[src/rtl/rv_hazard_ctrl_pkg.sv]
// rv_hazard_ctrl_pkg: shared state and forwarding-select encodings for the hazard controller
package rv_hazard_ctrl_pkg;
    typedef enum logic [2:0] {
        RUN      = 3'd0,
        MEM_WAIT = 3'd1,
        REDIRECT = 3'd2,
        TRAP     = 3'd3
    } hazard_state_t;
    typedef enum logic [1:0] {
        FWD_RF   = 2'b00,
        FWD_ALU2 = 2'b01,
        FWD_WB   = 2'b10
    } fwd_sel_t;
endpackage

[src/rtl/rv_hazard_ctrl_fwd_sel.sv]
// rv_hazard_ctrl_fwd_sel: picks the operand source for one decode rs index against the ALU1/ALU2 destinations
module rv_hazard_ctrl_fwd_sel
    import rv_hazard_ctrl_pkg::*;
(
    input  logic [4:0] rs,
    input  logic [4:0] alu1_rd,
    input  logic       alu1_we,
    input  logic [4:0] alu2_rd,
    input  logic       alu2_we,
    output logic [1:0] sel
);
    // ALU1 holds the younger producer, so its match takes precedence
    always_comb
        sel = (rs != 5'd0 && alu1_we && alu1_rd == rs) ? FWD_ALU2 :
              (rs != 5'd0 && alu2_we && alu2_rd == rs) ? FWD_WB : FWD_RF;
endmodule

[src/rtl/rv_hazard_ctrl.sv]
// rv_hazard_ctrl: load-use bubbles, registered forwarding selects, memory-wait, redirect and trap sequencing.
// Define RV_HAZARD_PERF_EN to add saturating fetch-stall and redirect/trap event counters.
module rv_hazard_ctrl
    import rv_hazard_ctrl_pkg::*;
#(
    parameter int FLUSH_CYCLES     = 2,
    parameter int IADDR_SPACE_BITS = 32
) (
    input  logic       i_clk,
    input  logic       i_reset_n,
    input  logic       i_dec_valid,
    input  logic [4:0] i_dec_rs1,
    input  logic [4:0] i_dec_rs2,
    input  logic [4:0] i_alu1_rd,
    input  logic       i_alu1_reg_write,
    input  logic       i_alu1_load,
    input  logic [4:0] i_alu2_rd,
    input  logic       i_alu2_reg_write,
    input  logic       i_pc_change,
    input  logic       i_trap,
    input  logic       i_mem_busy,
    output logic       o_fetch_stall,
    output logic       o_dec_stall,
    output logic       o_dec_flush,
    output logic       o_alu1_stall,
    output logic       o_alu1_flush,
    output logic       o_alu2_stall,
    output logic       o_alu2_flush,
    output logic [1:0] o_fwd1_sel,
    output logic [1:0] o_fwd2_sel,
    output logic [2:0] o_state
`ifdef RV_HAZARD_PERF_EN
    ,
    output logic [31:0] o_stall_cnt,
    output logic [31:0] o_flush_cnt
`endif
);
    localparam logic [2:0] CNT_LOAD   = 3'(FLUSH_CYCLES - 1);
    localparam bit         LONG_FLUSH = FLUSH_CYCLES > 1;

    hazard_state_t state, state_nx;
    logic [2:0] cnt, cnt_nx;
    logic       pending, pending_nx;
    logic [1:0] fwd1, fwd2, fwd1_nx, fwd2_nx;
    logic       load_use, redirect_evt, a1_hold;
    logic       f_stall, d_stall, d_flush, a1_stall, a1_flush, a2_stall, a2_flush;

    if (FLUSH_CYCLES < 1 || FLUSH_CYCLES > 7 || IADDR_SPACE_BITS < 1) begin : g_bad_cfg
        $error("rv_hazard_ctrl: parameter out of range");
    end

    rv_hazard_ctrl_fwd_sel u_fwd1 (
        .rs(i_dec_rs1), .alu1_rd(i_alu1_rd), .alu1_we(i_alu1_reg_write),
        .alu2_rd(i_alu2_rd), .alu2_we(i_alu2_reg_write), .sel(fwd1_nx)
    );
    rv_hazard_ctrl_fwd_sel u_fwd2 (
        .rs(i_dec_rs2), .alu1_rd(i_alu1_rd), .alu1_we(i_alu1_reg_write),
        .alu2_rd(i_alu2_rd), .alu2_we(i_alu2_reg_write), .sel(fwd2_nx)
    );

    assign load_use = i_dec_valid && i_alu1_load && i_alu1_reg_write && i_alu1_rd != 5'd0 &&
                      (i_alu1_rd == i_dec_rs1 || i_alu1_rd == i_dec_rs2);
    // a redirect seen during a memory wait is deferred until the wait ends
    assign redirect_evt = (state == RUN || state == REDIRECT) ? i_pc_change :
                          (state == MEM_WAIT) ? (!i_mem_busy && (pending || i_pc_change)) : 1'b0;

    always_comb begin
        state_nx   = state;
        cnt_nx     = cnt;
        pending_nx = pending;
        {f_stall, d_stall, d_flush, a1_stall, a1_flush, a2_stall, a2_flush} = '0;
        if (i_trap) begin
            {d_flush, a1_flush, a2_flush} = '1;
            pending_nx = 1'b0;
            state_nx   = TRAP;
        end else if (state == TRAP) begin
            {f_stall, d_flush} = '1;
            cnt_nx   = CNT_LOAD;
            state_nx = LONG_FLUSH ? REDIRECT : RUN;
        end else if (redirect_evt) begin
            {d_flush, a1_flush, a2_flush} = '1;
            cnt_nx     = CNT_LOAD;
            pending_nx = 1'b0;
            state_nx   = LONG_FLUSH ? REDIRECT : RUN;
        end else if (state == REDIRECT) begin
            d_flush  = 1'b1;
            cnt_nx   = cnt - 3'd1;
            state_nx = cnt <= 3'd1 ? RUN : REDIRECT;
        end else if (i_mem_busy) begin
            {f_stall, d_stall, a1_stall, a2_stall} = '1;
            pending_nx = pending | i_pc_change;
            state_nx   = MEM_WAIT;
        end else if (state == MEM_WAIT) begin
            state_nx = RUN;
        end else if (load_use) begin
            {f_stall, d_stall, a1_flush} = '1;
        end
    end

    assign a1_hold = a1_stall & ~a1_flush;

    // outputs are forced low while reset is held, whatever the inputs do
    assign o_fetch_stall = i_reset_n & f_stall;
    assign o_dec_stall   = i_reset_n & d_stall & ~d_flush;
    assign o_dec_flush   = i_reset_n & d_flush;
    assign o_alu1_stall  = i_reset_n & a1_hold;
    assign o_alu1_flush  = i_reset_n & a1_flush;
    assign o_alu2_stall  = i_reset_n & a2_stall & ~a2_flush;
    assign o_alu2_flush  = i_reset_n & a2_flush;
    assign o_fwd1_sel    = fwd1;
    assign o_fwd2_sel    = fwd2;
    assign o_state       = state;

    always_ff @(posedge i_clk or negedge i_reset_n)
        if (!i_reset_n) begin
            state   <= RUN;
            cnt     <= 3'd0;
            pending <= 1'b0;
            fwd1    <= 2'b00;
            fwd2    <= 2'b00;
        end else begin
            state   <= state_nx;
            cnt     <= cnt_nx;
            pending <= pending_nx;
            if (!a1_hold) begin
                fwd1 <= a1_flush ? 2'b00 : fwd1_nx;
                fwd2 <= a1_flush ? 2'b00 : fwd2_nx;
            end
        end

`ifdef RV_HAZARD_PERF_EN
    always_ff @(posedge i_clk or negedge i_reset_n)
        if (!i_reset_n) begin
            o_stall_cnt <= 32'd0;
            o_flush_cnt <= 32'd0;
        end else begin
            if (f_stall && o_stall_cnt != '1)
                o_stall_cnt <= o_stall_cnt + 32'd1;
            if ((i_trap || redirect_evt) && o_flush_cnt != '1)
                o_flush_cnt <= o_flush_cnt + 32'd1;
        end
`endif
endmodule

[config.mk]
export PLATFORM = sky130hd
export DESIGN_NAME = rv_hazard_ctrl
export DESIGN_NICKNAME = d
export VERILOG_FILES = /design/src/rtl/rv_hazard_ctrl_pkg.sv /design/src/rtl/rv_hazard_ctrl_fwd_sel.sv /design/src/rtl/rv_hazard_ctrl.sv
export SDC_FILE = /design/constraint.sdc
export NUM_CORES = 1
export LEC_CHECK = 0
export BUFFER_PORTS_ARGS = -buffer_cell sky130_fd_sc_hd__buf_2
export CAP_MARGIN = 15
export CORE_MARGIN = 5
export CORE_UTILIZATION = 43
export CTS_CLUSTER_SIZE = 28
export DETAILED_ROUTE_END_ITERATION = 10
export GPL_TIMING_DRIVEN = 0
export PLACE_DENSITY = 0.76
export SLEW_MARGIN = 20
export SYNTH_ARGS = -nofsm -noshare
export SYNTH_HDL_FRONTEND = slang
export SYNTH_SLANG_ARGS = --single-unit
[constraint.sdc]
create_clock -name i_clk -period 1.6 [get_ports i_clk]
set_input_delay 0.08 -clock i_clk [delete_from_list [all_inputs] [get_ports i_clk]]
set_output_delay 0.08 -clock i_clk [all_outputs]
set_load 0.02 [all_outputs]
* Yosys cells after proc, flatten, opt, wreduce, memory -nomap -nowiden
Index checks and enable logic that the tools add are counted.
Storage, ports and cells: register bits after elaboration 11
Operators by class: add/subtract/negate cells 1, order comparisons 1, eq/ne operators 9, multiplexer cells 49, bitwise gates (word level) 15, reduce and logical (&&, ||, !) cells 26
Operators by type and width (number):
- two-way mux 1 bit | 33
- two-way mux 3 bit | 9
- equality test 5 bit | 4
- nonzero test 5 bit | 3
- two-way mux 2 bit | 7
- logical AND 1 bit | 13
- AND 1 bit | 10
- equality test 3 x 2 -> 1 bit, second input constant | 2
- nonzero test 3 bit | 2
- nonzero test 6 bit | 1
- inverter 1 bit | 4
- equality test 3 x 1 -> 1 bit, second input constant | 1
- less-or-equal comparator 3 x 1 -> 1 bit, second input constant | 1
- zero test 3 bit | 1
- logical OR 1 bit | 3
- != test 3 bit, second input constant | 1
- AND reduction 3 bit | 1
- subtractor 3 x 1 -> 3 bit, second input constant | 1
- != test 2 bit, second input constant | 1
- AND reduction 2 bit | 1
- zero test 1 bit | 1
- bitwise OR 1 bit | 1

* Depth between registers and ports, before layout
depth after elaboration 14, mapped depth 7, depth with buffers taken out 7

* Hierarchy
From an unflattened synthesis, not the netlist that was laid out.
Unflattened totals: cells, all modules 125, area total of the unflattened synthesis 1019.7 sq um
Modules (own cells, without submodules):
- rv_hazard_ctrl | times used 1, cells each 89, area each 742.0 sq um
- rv_hazard_ctrl_fwd_sel | times used 2, cells each 18, area each 138.9 sq um

* Least setup slack after synthesis
No wires, ideal clock.
kind register to output, start register state[1] (netlist: o_state[1]), end output o_fetch_stall, arrival time 1.767 ns, required time 1.520 ns, setup slack -0.247 ns, stages on the path, launching flop included 6, path buffers 1, cell sequence dfrtp_1 -> clkbuf_2 -> inv_1 -> a211oi_1 -> o211ai_1 -> a21boi_0
On the way: cells in the longest elaborated chain, start to end 8
RTL lines:
- start, declared | RTL line rv_hazard_ctrl.sv:41 | hazard_state_t state, state_nx;
- start signal, assigned | RTL line rv_hazard_ctrl.sv:122 | state <= state_nx;
- equality test 3 x 1 -> 1 bit | RTL line rv_hazard_ctrl.sv:65, rv_hazard_ctrl.sv:93
- two-way mux 1 bit | RTL line rv_hazard_ctrl.sv:93 | end else if (state == MEM_WAIT) begin
- two-way mux 1 bit | RTL line rv_hazard_ctrl.sv:89 | end else if (i_mem_busy) begin
- two-way mux 1 bit | RTL line rv_hazard_ctrl.sv:85 | end else if (state == REDIRECT) begin
- two-way mux 1 bit | RTL line rv_hazard_ctrl.sv:80 | end else if (redirect_evt) begin
- two-way mux 1 bit * | RTL line rv_hazard_ctrl.sv:76 | end else if (state == TRAP) begin
- two-way mux 1 bit * | RTL line rv_hazard_ctrl.sv:72 | if (i_trap) begin
- AND 1 bit * | RTL line rv_hazard_ctrl.sv:103 | assign o_fetch_stall = i_reset_n & f_stall;
- end, declared | RTL line rv_hazard_ctrl.sv:22 | output logic o_fetch_stall,
Mark *: on every way between the ends. The rest lies on a longest branch, timed or not.

* Worst setup path after layout
start register state[0] (netlist: o_state[0]), end register fwd1[1] (netlist: o_fwd1_sel[1])
On the way: cells in the longest elaborated chain, start to end 9
RTL lines:
- equality test 3 x 1 -> 1 bit | RTL line rv_hazard_ctrl.sv:65, rv_hazard_ctrl.sv:93
- two-way mux 1 bit | RTL line rv_hazard_ctrl.sv:93
- two-way mux 1 bit | RTL line rv_hazard_ctrl.sv:89
- two-way mux 1 bit | RTL line rv_hazard_ctrl.sv:85
- two-way mux 1 bit | RTL line rv_hazard_ctrl.sv:80
- two-way mux 1 bit | RTL line rv_hazard_ctrl.sv:76
- two-way mux 1 bit | RTL line rv_hazard_ctrl.sv:72
- inverter 1 bit | RTL line rv_hazard_ctrl.sv:100 | assign a1_hold = a1_stall & ~a1_flush;
- AND 1 bit | RTL line rv_hazard_ctrl.sv:100
- end signal, assigned | RTL line rv_hazard_ctrl.sv:126 | fwd1 <= a1_flush ? 2'b00 : fwd1_nx;
- end, declared | RTL line rv_hazard_ctrl.sv:44 | logic [1:0] fwd1, fwd2, fwd1_nx, fwd2_nx;
Several ways; a longest one is shown, not always the timed one. A chain may end at the register's enable or synchronous reset.

==> results.toml <==
[die]
top_level_ports = 43
die_h_um = 58.5
die_area_mm2 = 0.00342
rows = 17
initial_core_util = 0.452
die_w_um = 58.5
core-area_mm2 = 0.00223

[worst_setup_path]
worst-r2r-setup-slack_ps = -80
cp-end-kind = "register"
worstPathMaxFanout = 6
worst_ep_arrival_time_ps = 1850
required_ps = 1770
cp-start-kind = "register"
worst-setup-path-type = "reg2reg"

[global_routing]
antenna_found_initial = 0
grt_pass1_wl_mm = 4.50
gr-total-overflow = 0
grt_max_degree = 15
grt_pass1_vias = 1076
grt.total_usage = 0.164

[final_layout]
regArea_um2 = 253
final_cell_mix = "buf_2 (33), buf_4 (20), xor2_1 (13)"
stdcell_area_mm2 = 0.00151
diodes = 0
final_common_cell = "buf_2"
nNetsFinal = 206
fillers = 184
multi_input_area_um2 = 787
drive_gt1_frac = 0.506
area_growth_pct = 49.3

[clock_network]
clkSinkCount = 10
cts_tree = "built"
clk_latency_ps = 260
cts_max_path_buffers = 2
numCtsBuffers = 3
cts-root-buf = "clkbuf_4"
cts_htree_levels = 1
clkTransAtPathRegs_ps = 70

[sta]
period_share = 1.05
period_minus_slack_ps = 1680
fin_worst_skew_ps = 5.97
rsz0062_at_grt = "yes"
report.final.slew_viol_count = 0
timing.hold.ws_ps = 184
final-hold-violation-count = 0
clock.fmax_ghz = 0.596
finalSetupViolations = 7
setup_ws_ps = -76.8

[synth]
syn_nets = 146
synth-seq-cells = 10
seq_area_frac_synth = 0.248
netlist_instances = 115
yosysWarnings = 0
syn_area_per_cell_um2 = 8.78
synth_edf_count = 0
ys_async_sr_fraction = 1.00
syn-cell-area_mm2 = 0.00101
yosys_most_used_dff = "dfrtp_1"
ys_types = 46

[drt]
ant_nets = 0
via_count = 1089
firstDrtPassIters = 6
via_per_inst = 5.39
route.detailed.drc = 0
drtIter0Drc = 11
wl_per_cell_um = 14.8
wl_mm = 2.99

[placement]
dp_hpwl_mm = 2.17
placed_area_mm2 = 0.00126
place_congestion = 0.815
place_worst_setup_slack_ps = -170
io_buffer_count = 40

[hold_path]
hp-class = "in2reg"

[pwr]
p_per_area_mw_per_mm2 = 672
irDropWorstVdd_uv = 625
p_leak_nw = 0.694
total_power_w = 0.00101

[run_status]
failed_checks = "negative setup slack"
status = "finished, violations left"

[run]
cap_viol_max_count = 0
==> final timing paths <==
path / endpoint / from / cells after the start
worst max-delay path: o_fwd1_sel[1] / o_state[0] / 6
worst min-delay path: o_fwd2_sel[1] / i_alu2_reg_write / 4
worst max register to register: o_fwd1_sel[1] / o_state[0] / 6
worst min register to register: cnt[1] / cnt[1] / 2
max in group asynchronous: o_state[1] / i_reset_n / 2
min in group asynchronous: o_state[0] / i_reset_n / 2
==> what timing repair did <==
item	CTS	global route
hold endpoints to repair	10	0
buffers inserted	3	14
pin swaps	3	11
resized for setup	13	19
endpoints found under the setup margin	12	10
hold buffers	1	0
==> registers in the layout, summed over array words and instances (netlist names) <==
name	count
cnt	3
o_fwd1_sel	2
o_fwd2_sel	2
o_state	2
pending	1
==> stage by stage <==
| step | instances | setup TNS (ps) | util |
|---|---|---|---|
| after floorplan | 115 | 0 | - |
| after global placement | 183 | -1160 | 0.564 |
| after detailed placement | 183 | -953 | 0.564 |
| after CTS | 189 | -548 | 0.602 |
| after global routing | 202 | -1220 | 0.675 |
| final | 202 | -264 | 0.675 |
==> area by class of cell <==
cell class | instances | area share
Sequential cell | 10 | 0.168
Inverter | 6 | 0.0166
Clock buffer | 4 | 0.0174
Timing Repair Buffer | 58 | 0.246
Buffer | 2 | 0.00747
Multi-Input combinational cell | 94 | 0.522
Tap cell | 28 | 0.0232
==> power breakdown <==
group	total, W	switching, W	internal, W
Combinational	0.000495	0.000253	0.000243
Sequential	0.000341	0.0000517	0.000290
Clock	0.000177	0.0000811	0.0000960
Total	0.00101	0.000385	0.000628
==> per-layer routing <==
metal / track usage / up-vias / part of all wire
li1: - / 533 / -
met1: 0.199 / 525 / 0.40
met2: 0.293 / 25 / 0.55
met3: 0.0241 / 6 / 0.035
met4: 0.0530 / 0 / 0.011
met5: 0 / - / 0
==> synthesized netlist by cell type (2+ instances only) <==
| cell | count | share of area |
|---|---|---|
| xor2_1 | 13 | 0.11 |
| dfrtp_1 | 10 | 0.25 |
| a21oi_1 | 8 | 0.040 |
| nor2_1 | 8 | 0.030 |
| inv_1 | 6 | 0.022 |
| nand2_1 | 5 | 0.019 |
| nand3_1 | 4 | 0.020 |
| nor2b_1 | 4 | 0.025 |
| o21ai_0 | 4 | 0.020 |
| nand2b_1 | 3 | 0.019 |
| nor3_1 | 3 | 0.015 |
| xnor2_1 | 3 | 0.026 |
| a211oi_2 | 2 | 0.025 |
| and2_1 | 2 | 0.012 |
| ha_1 | 2 | 0.025 |
| nor3_2 | 2 | 0.020 |
| nor4_2 | 2 | 0.025 |
| o21a_1 | 2 | 0.015 |
| o21bai_1 | 2 | 0.015 |
| o2bb2a_1 | 2 | 0.020 |
| or3b_1 | 2 | 0.017 |
| or4_1 | 2 | 0.015 |
==> worst max-delay path, cell delays in order (launching register included) <==
cell,delay (ps)
dfrtp_2,480
buf_6,150
nor2b_4,130
nor3_4,70
o21bai_4,170
or3b_1,370
a211oi_2,220
==> cell families (layout without fill, tap and decap cells) <==
logic type                 after synthesis  count (layout)  share of synthesized area
xor gates and xnor gates                16              16                      0.139
buffers and inverters                   11              70                     0.0545
and+or+nand+nor                         45              45                      0.279
other                                    1               1                    0.00371
adders and majority gates                2               2                     0.0248
AOI/OAI and AO/OA                       30              30                      0.252
DFF                                     10              10                      0.248
(Power assumes the default switching activity.)
